[src/rtl/tx_uart.sv]
// UART transmitter: start, NB_DATA bits LSB first, optional parity, N_STOP stops; all outputs registered.
// Line goes low the cycle after start is accepted; start requests while busy are dropped (no queueing).
module tx_uart #(
    parameter int NB_DATA    = 8,
    parameter int N_STOP     = 1,
    parameter int OVERSAMPLE = 16,
    parameter int PARITY_EN  = 0,
    parameter int PARITY_ODD = 0
) (
    input  logic               i_clock,
    input  logic               i_reset,
    input  logic               i_tick,
    input  logic               i_tx_start,
    input  logic [NB_DATA-1:0] i_data,
    output logic               o_tx,
    output logic               o_busy,
    output logic               o_tx_done_tick
);
    localparam int TICK_W = $clog2(N_STOP * OVERSAMPLE);
    localparam int BIT_W  = $clog2(NB_DATA);

    localparam logic [TICK_W-1:0] LAST_BIT_TICK  = TICK_W'(OVERSAMPLE - 1);
    localparam logic [TICK_W-1:0] LAST_STOP_TICK = TICK_W'(N_STOP * OVERSAMPLE - 1);
    localparam logic [BIT_W-1:0]  LAST_BIT       = BIT_W'(NB_DATA - 1);

    typedef enum logic [2:0] {IDLE, START, DATA, PARITY, STOP} state_t;

    state_t               state_q, state_d;
    logic [TICK_W-1:0]    tick_cnt_q, tick_cnt_d;
    logic [BIT_W-1:0]     bit_cnt_q, bit_cnt_d;
    logic [NB_DATA-1:0]   shift_q, shift_d;
    logic                 par_q, par_d;
    logic                 tx_q, tx_d;
    logic                 busy_q, busy_d;
    logic                 done_q, done_d;

    always_ff @(posedge i_clock) begin
        if (i_reset) begin
            state_q    <= IDLE;
            tick_cnt_q <= '0;
            bit_cnt_q  <= '0;
            shift_q    <= '0;
            par_q      <= 1'b0;
            tx_q       <= 1'b1;
            busy_q     <= 1'b0;
            done_q     <= 1'b0;
        end else begin
            state_q    <= state_d;
            tick_cnt_q <= tick_cnt_d;
            bit_cnt_q  <= bit_cnt_d;
            shift_q    <= shift_d;
            par_q      <= par_d;
            tx_q       <= tx_d;
            busy_q     <= busy_d;
            done_q     <= done_d;
        end
    end

    // tx_d always carries the level of the bit being entered, so o_tx is a plain flop output
    always_comb begin
        state_d    = state_q;
        tick_cnt_d = tick_cnt_q;
        bit_cnt_d  = bit_cnt_q;
        shift_d    = shift_q;
        par_d      = par_q;
        tx_d       = tx_q;
        busy_d     = busy_q;
        done_d     = 1'b0;

        case (state_q)
            IDLE: begin
                tx_d   = 1'b1;
                busy_d = 1'b0;
                if (i_tx_start) begin
                    shift_d    = i_data;
                    par_d      = (^i_data) ^ (PARITY_ODD != 0);
                    tick_cnt_d = '0;
                    bit_cnt_d  = '0;
                    state_d    = START;
                    tx_d       = 1'b0;
                    busy_d     = 1'b1;
                end
            end
            START: begin
                if (i_tick) begin
                    if (tick_cnt_q == LAST_BIT_TICK) begin
                        tick_cnt_d = '0;
                        state_d    = DATA;
                        tx_d       = shift_q[0];
                    end else begin
                        tick_cnt_d = tick_cnt_q + TICK_W'(1);
                    end
                end
            end
            DATA: begin
                if (i_tick) begin
                    if (tick_cnt_q == LAST_BIT_TICK) begin
                        tick_cnt_d = '0;
                        shift_d    = shift_q >> 1;
                        if (bit_cnt_q == LAST_BIT) begin
                            bit_cnt_d = '0;
                            if (PARITY_EN != 0) begin
                                state_d = PARITY;
                                tx_d    = par_q;
                            end else begin
                                state_d = STOP;
                                tx_d    = 1'b1;
                            end
                        end else begin
                            bit_cnt_d = bit_cnt_q + BIT_W'(1);
                            tx_d      = shift_q[1];
                        end
                    end else begin
                        tick_cnt_d = tick_cnt_q + TICK_W'(1);
                    end
                end
            end
            PARITY: begin
                if (i_tick) begin
                    if (tick_cnt_q == LAST_BIT_TICK) begin
                        tick_cnt_d = '0;
                        state_d    = STOP;
                        tx_d       = 1'b1;
                    end else begin
                        tick_cnt_d = tick_cnt_q + TICK_W'(1);
                    end
                end
            end
            STOP: begin
                if (i_tick) begin
                    if (tick_cnt_q == LAST_STOP_TICK) begin
                        tick_cnt_d = '0;
                        state_d    = IDLE;
                        done_d     = 1'b1;
                        busy_d     = 1'b0;
                        tx_d       = 1'b1;
                    end else begin
                        tick_cnt_d = tick_cnt_q + TICK_W'(1);
                    end
                end
            end
            default: begin
                state_d = IDLE;
                tx_d    = 1'b1;
                busy_d  = 1'b0;
            end
        endcase
    end

    assign o_tx           = tx_q;
    assign o_busy         = busy_q;
    assign o_tx_done_tick = done_q;
endmodule

[config.mk]
export PLATFORM = sky130hd
export DESIGN_NAME = tx_uart
export DESIGN_NICKNAME = d
export VERILOG_FILES = /design/src/rtl/tx_uart.sv
export SDC_FILE = /design/constraint.sdc
export NUM_CORES = 1
export LEC_CHECK = 0
export ABC_AREA = 1
export CAP_MARGIN = 20
export CORE_MARGIN = 2
export CORE_UTILIZATION = 54
export CTS_CLUSTER_DIAMETER = 150
export CTS_CLUSTER_SIZE = 10
export DETAILED_ROUTE_END_ITERATION = 16
export GPL_ROUTABILITY_DRIVEN = 0
export PLACE_DENSITY = 0.78
export RECOVER_POWER = 100
export REMOVE_ABC_BUFFERS = 1
export SLEW_MARGIN = 40
export SYNTH_ARGS = -nofsm -noshare
export SYNTH_HDL_FRONTEND = slang
export SYNTH_SLANG_ARGS = --single-unit
[constraint.sdc]
create_clock -name i_clock -period 2.1 [get_ports i_clock]
set_clock_uncertainty 0.05 [all_clocks]
set_input_delay 0.315 -clock i_clock [delete_from_list [all_inputs] [get_ports i_clock]]
set_output_delay 0.315 -clock i_clock [all_outputs]
set_load 0.02 [all_outputs]
==> impl_metrics.env <==
export IMPL_cts_tree="yes"
export IMPL_ff2ff_setup_slack_ns=0.32
export IMPL_wire_length_of_the_first_global_routing_pass_um=4374
export IMPL_synth_top_family_by_area="simple AND/OR/NAND/NOR gates"
export IMPL_pwr_share_seq_pct=39.8
export IMPL_path_max_fanout=9
export IMPL_timing_critical_path_slowest_cell_delay_ns=0.40
export IMPL_chip_height_um=51.07
export IMPL_synth_warning_count=0
export IMPL_dieArea_um2=2608
export IMPL_area_delta_synth_final_pct=13.28
export IMPL_holdPathEnd="shift_q[7]"
export IMPL_finalSetupViolations=0
export IMPL_hold_viol=0
export IMPL_post_cts_resize_count=0
export IMPL_post_route_period_util_pct=84.78
export IMPL_clock_sinks=21
export IMPL_worstHoldPathCells=2
export IMPL_p_comb_share_pct=48.2
export IMPL_cell_count_after_synthesis=183
export IMPL_finalMaxSlewViolations=0
export IMPL_switching_power_w=0.0007317
export IMPL_number_of_nets_with_antenna_violations_after_routing=0
export IMPL_htree_num_levels=1
export IMPL_wl_per_cell_um=10.91
export IMPL_share_clk_of_total_power_pct=12.0
export IMPL_drt_vias_per_instance=5.253
export IMPL_slew_headroom_pct=55.03
export IMPL_insertedDiodeCount=0
export IMPL_cp_end_kind="flip-flop"
export IMPL_maxClockFrequency_mhz=561.7
export IMPL_min_delay_path_class="reg -> reg"
export IMPL_synth_xor_area_share_pct=1.464
export IMPL_route_vias_total=1182
export IMPL_fin_crit_ns=1.780
export IMPL_first_global_vias=1089
export IMPL_unrepaired_setup_endpoints_after_global_routing="false"
export IMPL_critical_path_reg2reg_endpoint="shift_q[3]"
export IMPL_tns_ns=0
export IMPL_dp_hpwl_um=1872
export IMPL_port_buffers=14
export IMPL_crit_arrival_ns=1.94
export IMPL_maximum_number_of_pins_on_one_net_before_global_route_repair=17
export IMPL_design_final_nets=213
export IMPL_synth_cell_type_count=26
export IMPL_cts_max_path_buffers=2
export IMPL_power_density_nw_per_um2=1206
export IMPL_internal_power_w=0.0009029
export IMPL_num_rows=17
export IMPL_p_leak_nw=0.6679
export IMPL_clockRootBuffer="sky130_fd_sc_hd__clkbuf_4"
export IMPL_peakVddDrop_mv=0.6253
export IMPL_outcome="finished, final reports clean"
export IMPL_critical_path_slowest_cell="sky130_fd_sc_hd__dfxtp_1"
export IMPL_drc=0
export IMPL_post_synthesis_compound_gate_area_fraction_pct=11.92
export IMPL_wl_um=2454
export IMPL_antenna_violations_before_repair=0
export IMPL_required_time_of_the_critical_path_ns=2.26
export IMPL_postSynthAreaPerCell_um2=6.536
export IMPL_swShare_pct=44.76
export IMPL_grt_total_usage_pct=21.88
export IMPL_syn_area_um2=1196
export IMPL_core_area_um2=2148
export IMPL_initial_drt_pass_iterations=4
export IMPL_critPathLaunchType="flip-flop"
export IMPL_crit_type="reg -> reg"
export IMPL_clk_insertion_delay_late_ns=0.31
export IMPL_final_layout_size_suffix_gt1_share_pct=6.091
export IMPL_clkSlewWorstSetupHoldPaths_ns=0.12
export IMPL_cap_violations=0
export IMPL_synth_sequential_area_ratio_pct=35.15
export IMPL_cts_hold_repair_buffers=0
export IMPL_simple_gate_area_share_of_the_yosys_netlist_pct=40.69
export IMPL_portion_of_netlist_area_occupied_by_mux_cells_pct=0
export IMPL_ys_ff_latch=21
export IMPL_finalPower_w=0.001635
export IMPL_post_synth_fa_ha_maj_area_fraction_pct=3.138
export IMPL_logic_depth_of_the_worst_register_to_register_path=7
export IMPL_timing_critical_path_buf_inv=0
export IMPL_pin_count=15
export IMPL_timing_critical_path_max_delay_family="simple AND/OR/NAND/NOR gates"
export IMPL_top_cell_by_count_worst_path="sky130_fd_sc_hd__nor2_1"
export IMPL_max_slew_worst_pin_slew_ns=0.6700
export IMPL_dr_first_iter_drc_count=22
export IMPL_grt_overflow_total=0
export IMPL_start_util_pct=55.68
export IMPL_crit_chain="ha_1 > nand3_4 > or2_4 > nand2_1 > o21ai_1 > nor2_1 > nor2_1"
export IMPL_regToRegStartpoint="tick_cnt_q[0]"
export IMPL_post_cts_setup_buffer_count=0
export IMPL_numCtsBuffers=3
export IMPL_hold_start="shift_q[7]"
export IMPL_floorplan_die_width_um=51.07
==> cells in the mapped netlist (all sizes together) <==
master / number / area share [%]
nor3: 1 / 0.42
inv: 13 / 4.1
or2: 1 / 0.73
dfxtp: 21 / 35
nand2: 50 / 16
a21oi: 6 / 3.8
xor2: 2 / 1.5
ha: 3 / 3.1
o21ai: 16 / 7.0
o211ai: 1 / 0.63
nor4: 1 / 0.52
nor2: 43 / 13
buf: 5 / 3.6
nand4: 2 / 1.0
nand3: 17 / 8.6
o22ai: 1 / 0.52
==> worst max-delay path by stage <==
| stage | startpoint | to | cells after the start |
|---|---|---|---|
| 2_1_floorplan | tick_cnt_q[0] | bit_cnt_q[1] | 7 |
| 3_3_place_gp | i_tick | state_q[2] | 9 |
| 3_5_place_dp | i_tick | state_q[2] | 9 |
| 4_1_cts | tick_cnt_q[0] | bit_cnt_q[1] | 7 |
| 5_1_grt | tick_cnt_q[0] | shift_q[3] | 7 |
| 6_report | tick_cnt_q[0] | shift_q[3] | 7 |
==> cell type report <==
cell class              count  area, um2
inverters                  13      48.80
repair buffers             15      147.6
flip-flops and latches     21      420.4
clock buffers               4      26.28
well taps                  28      35.03
multi-input cells         144      676.9
fillers                   211      793.3
==> sequential cells by signal (all words and copies together), names as in the netlist <==
register	flops
o_tx_done_tick	1
shift_q	8
bit_cnt_q	3
tick_cnt_q	4
o_tx	1
o_busy	1
state_q	3
==> worst min-delay path, cell delays in order, from the launching register on <==
cell	delay (ns)
sky130_fd_sc_hd__dfxtp_1	0.33
sky130_fd_sc_hd__nand2_1	0.06
sky130_fd_sc_hd__a21oi_1	0.05
==> layer usage <==
metal	GRT usage [%]	wire [um]	vias to the layer above
li1	-	-	622
met1	26.42	1144	528
met2	37.01	1164	28
met3	3.509	94	4
met4	11.71	51	0
met5	0	0	-
==> kinds of logic after synthesis <==
| kind of cell | count (synthesis) |
|---|---|
| compound gates | 24 |
| xor+xnor | 2 |
| fa+ha+maj | 3 |
| buf+inv | 18 |
| flops | 21 |
| simple gates | 115 |
==> placed cells by master, fill, tap and decap left out <==
cell,instances
sky130_fd_sc_hd__inv_2,3
sky130_fd_sc_hd__a21oi_1,5
sky130_fd_sc_hd__xor2_1,2
sky130_fd_sc_hd__nand3_1,15
sky130_fd_sc_hd__nand4_1,2
sky130_fd_sc_hd__or2_4,1
sky130_fd_sc_hd__buf_4,1
sky130_fd_sc_hd__nand2_1,49
sky130_fd_sc_hd__nand3_4,1
sky130_fd_sc_hd__nor4_1,1
sky130_fd_sc_hd__o21ai_1,10
sky130_fd_sc_hd__nand2_2,1
sky130_fd_sc_hd__nor2_1,43
sky130_fd_sc_hd__inv_1,10
sky130_fd_sc_hd__o21ai_0,6
sky130_fd_sc_hd__dfxtp_1,21
sky130_fd_sc_hd__dlygate4sd3_1,3
sky130_fd_sc_hd__clkdlybuf4s50_1,11
sky130_fd_sc_hd__nor3_1,1
sky130_fd_sc_hd__nand3_2,1
sky130_fd_sc_hd__clkbuf_1,1
sky130_fd_sc_hd__o211ai_1,1
sky130_fd_sc_hd__clkbuf_4,3
sky130_fd_sc_hd__a21oi_4,1
sky130_fd_sc_hd__ha_1,3
sky130_fd_sc_hd__o22ai_1,1
==> metrics by stage <==
| step | utilization (%) | worst slack, ns | hold WS (ns) | instance area (um2) | instances |
|---|---|---|---|---|---|
| 6_report | 63.08 | 0.3195 | 0.4245 | 1355 | 225 |
| 5_1_grt | 63.08 | 0.1533 | 0.4585 | 1355 | 225 |
| 4_1_cts | 63.42 | 0.3457 | 0.4259 | 1363 | 225 |
| 3_5_place_dp | 62.20 | 0.3144 | 0.4083 | 1336 | 221 |
| 3_3_place_gp | 62.20 | 0.3611 | 0.3999 | 1336 | 221 |
| 2_1_floorplan | - | 0.5524 | 0.3341 | 1154 | 178 |
==> power by group through the flow <==
stage | clock network [W] | logic (W) | registers, W
global route | 0.000214 | 0.000918 | 0.000666
CTS | 0.000200 | 0.000808 | 0.000649
global placement | 0 | 0.000775 | 0.000654
detailed placement | 0 | 0.000801 | 0.000659
floorplan | 0 | 0.000598 | 0.000651
finish | 0.000196 | 0.000788 | 0.000651
(Power assumes the default switching activity.)
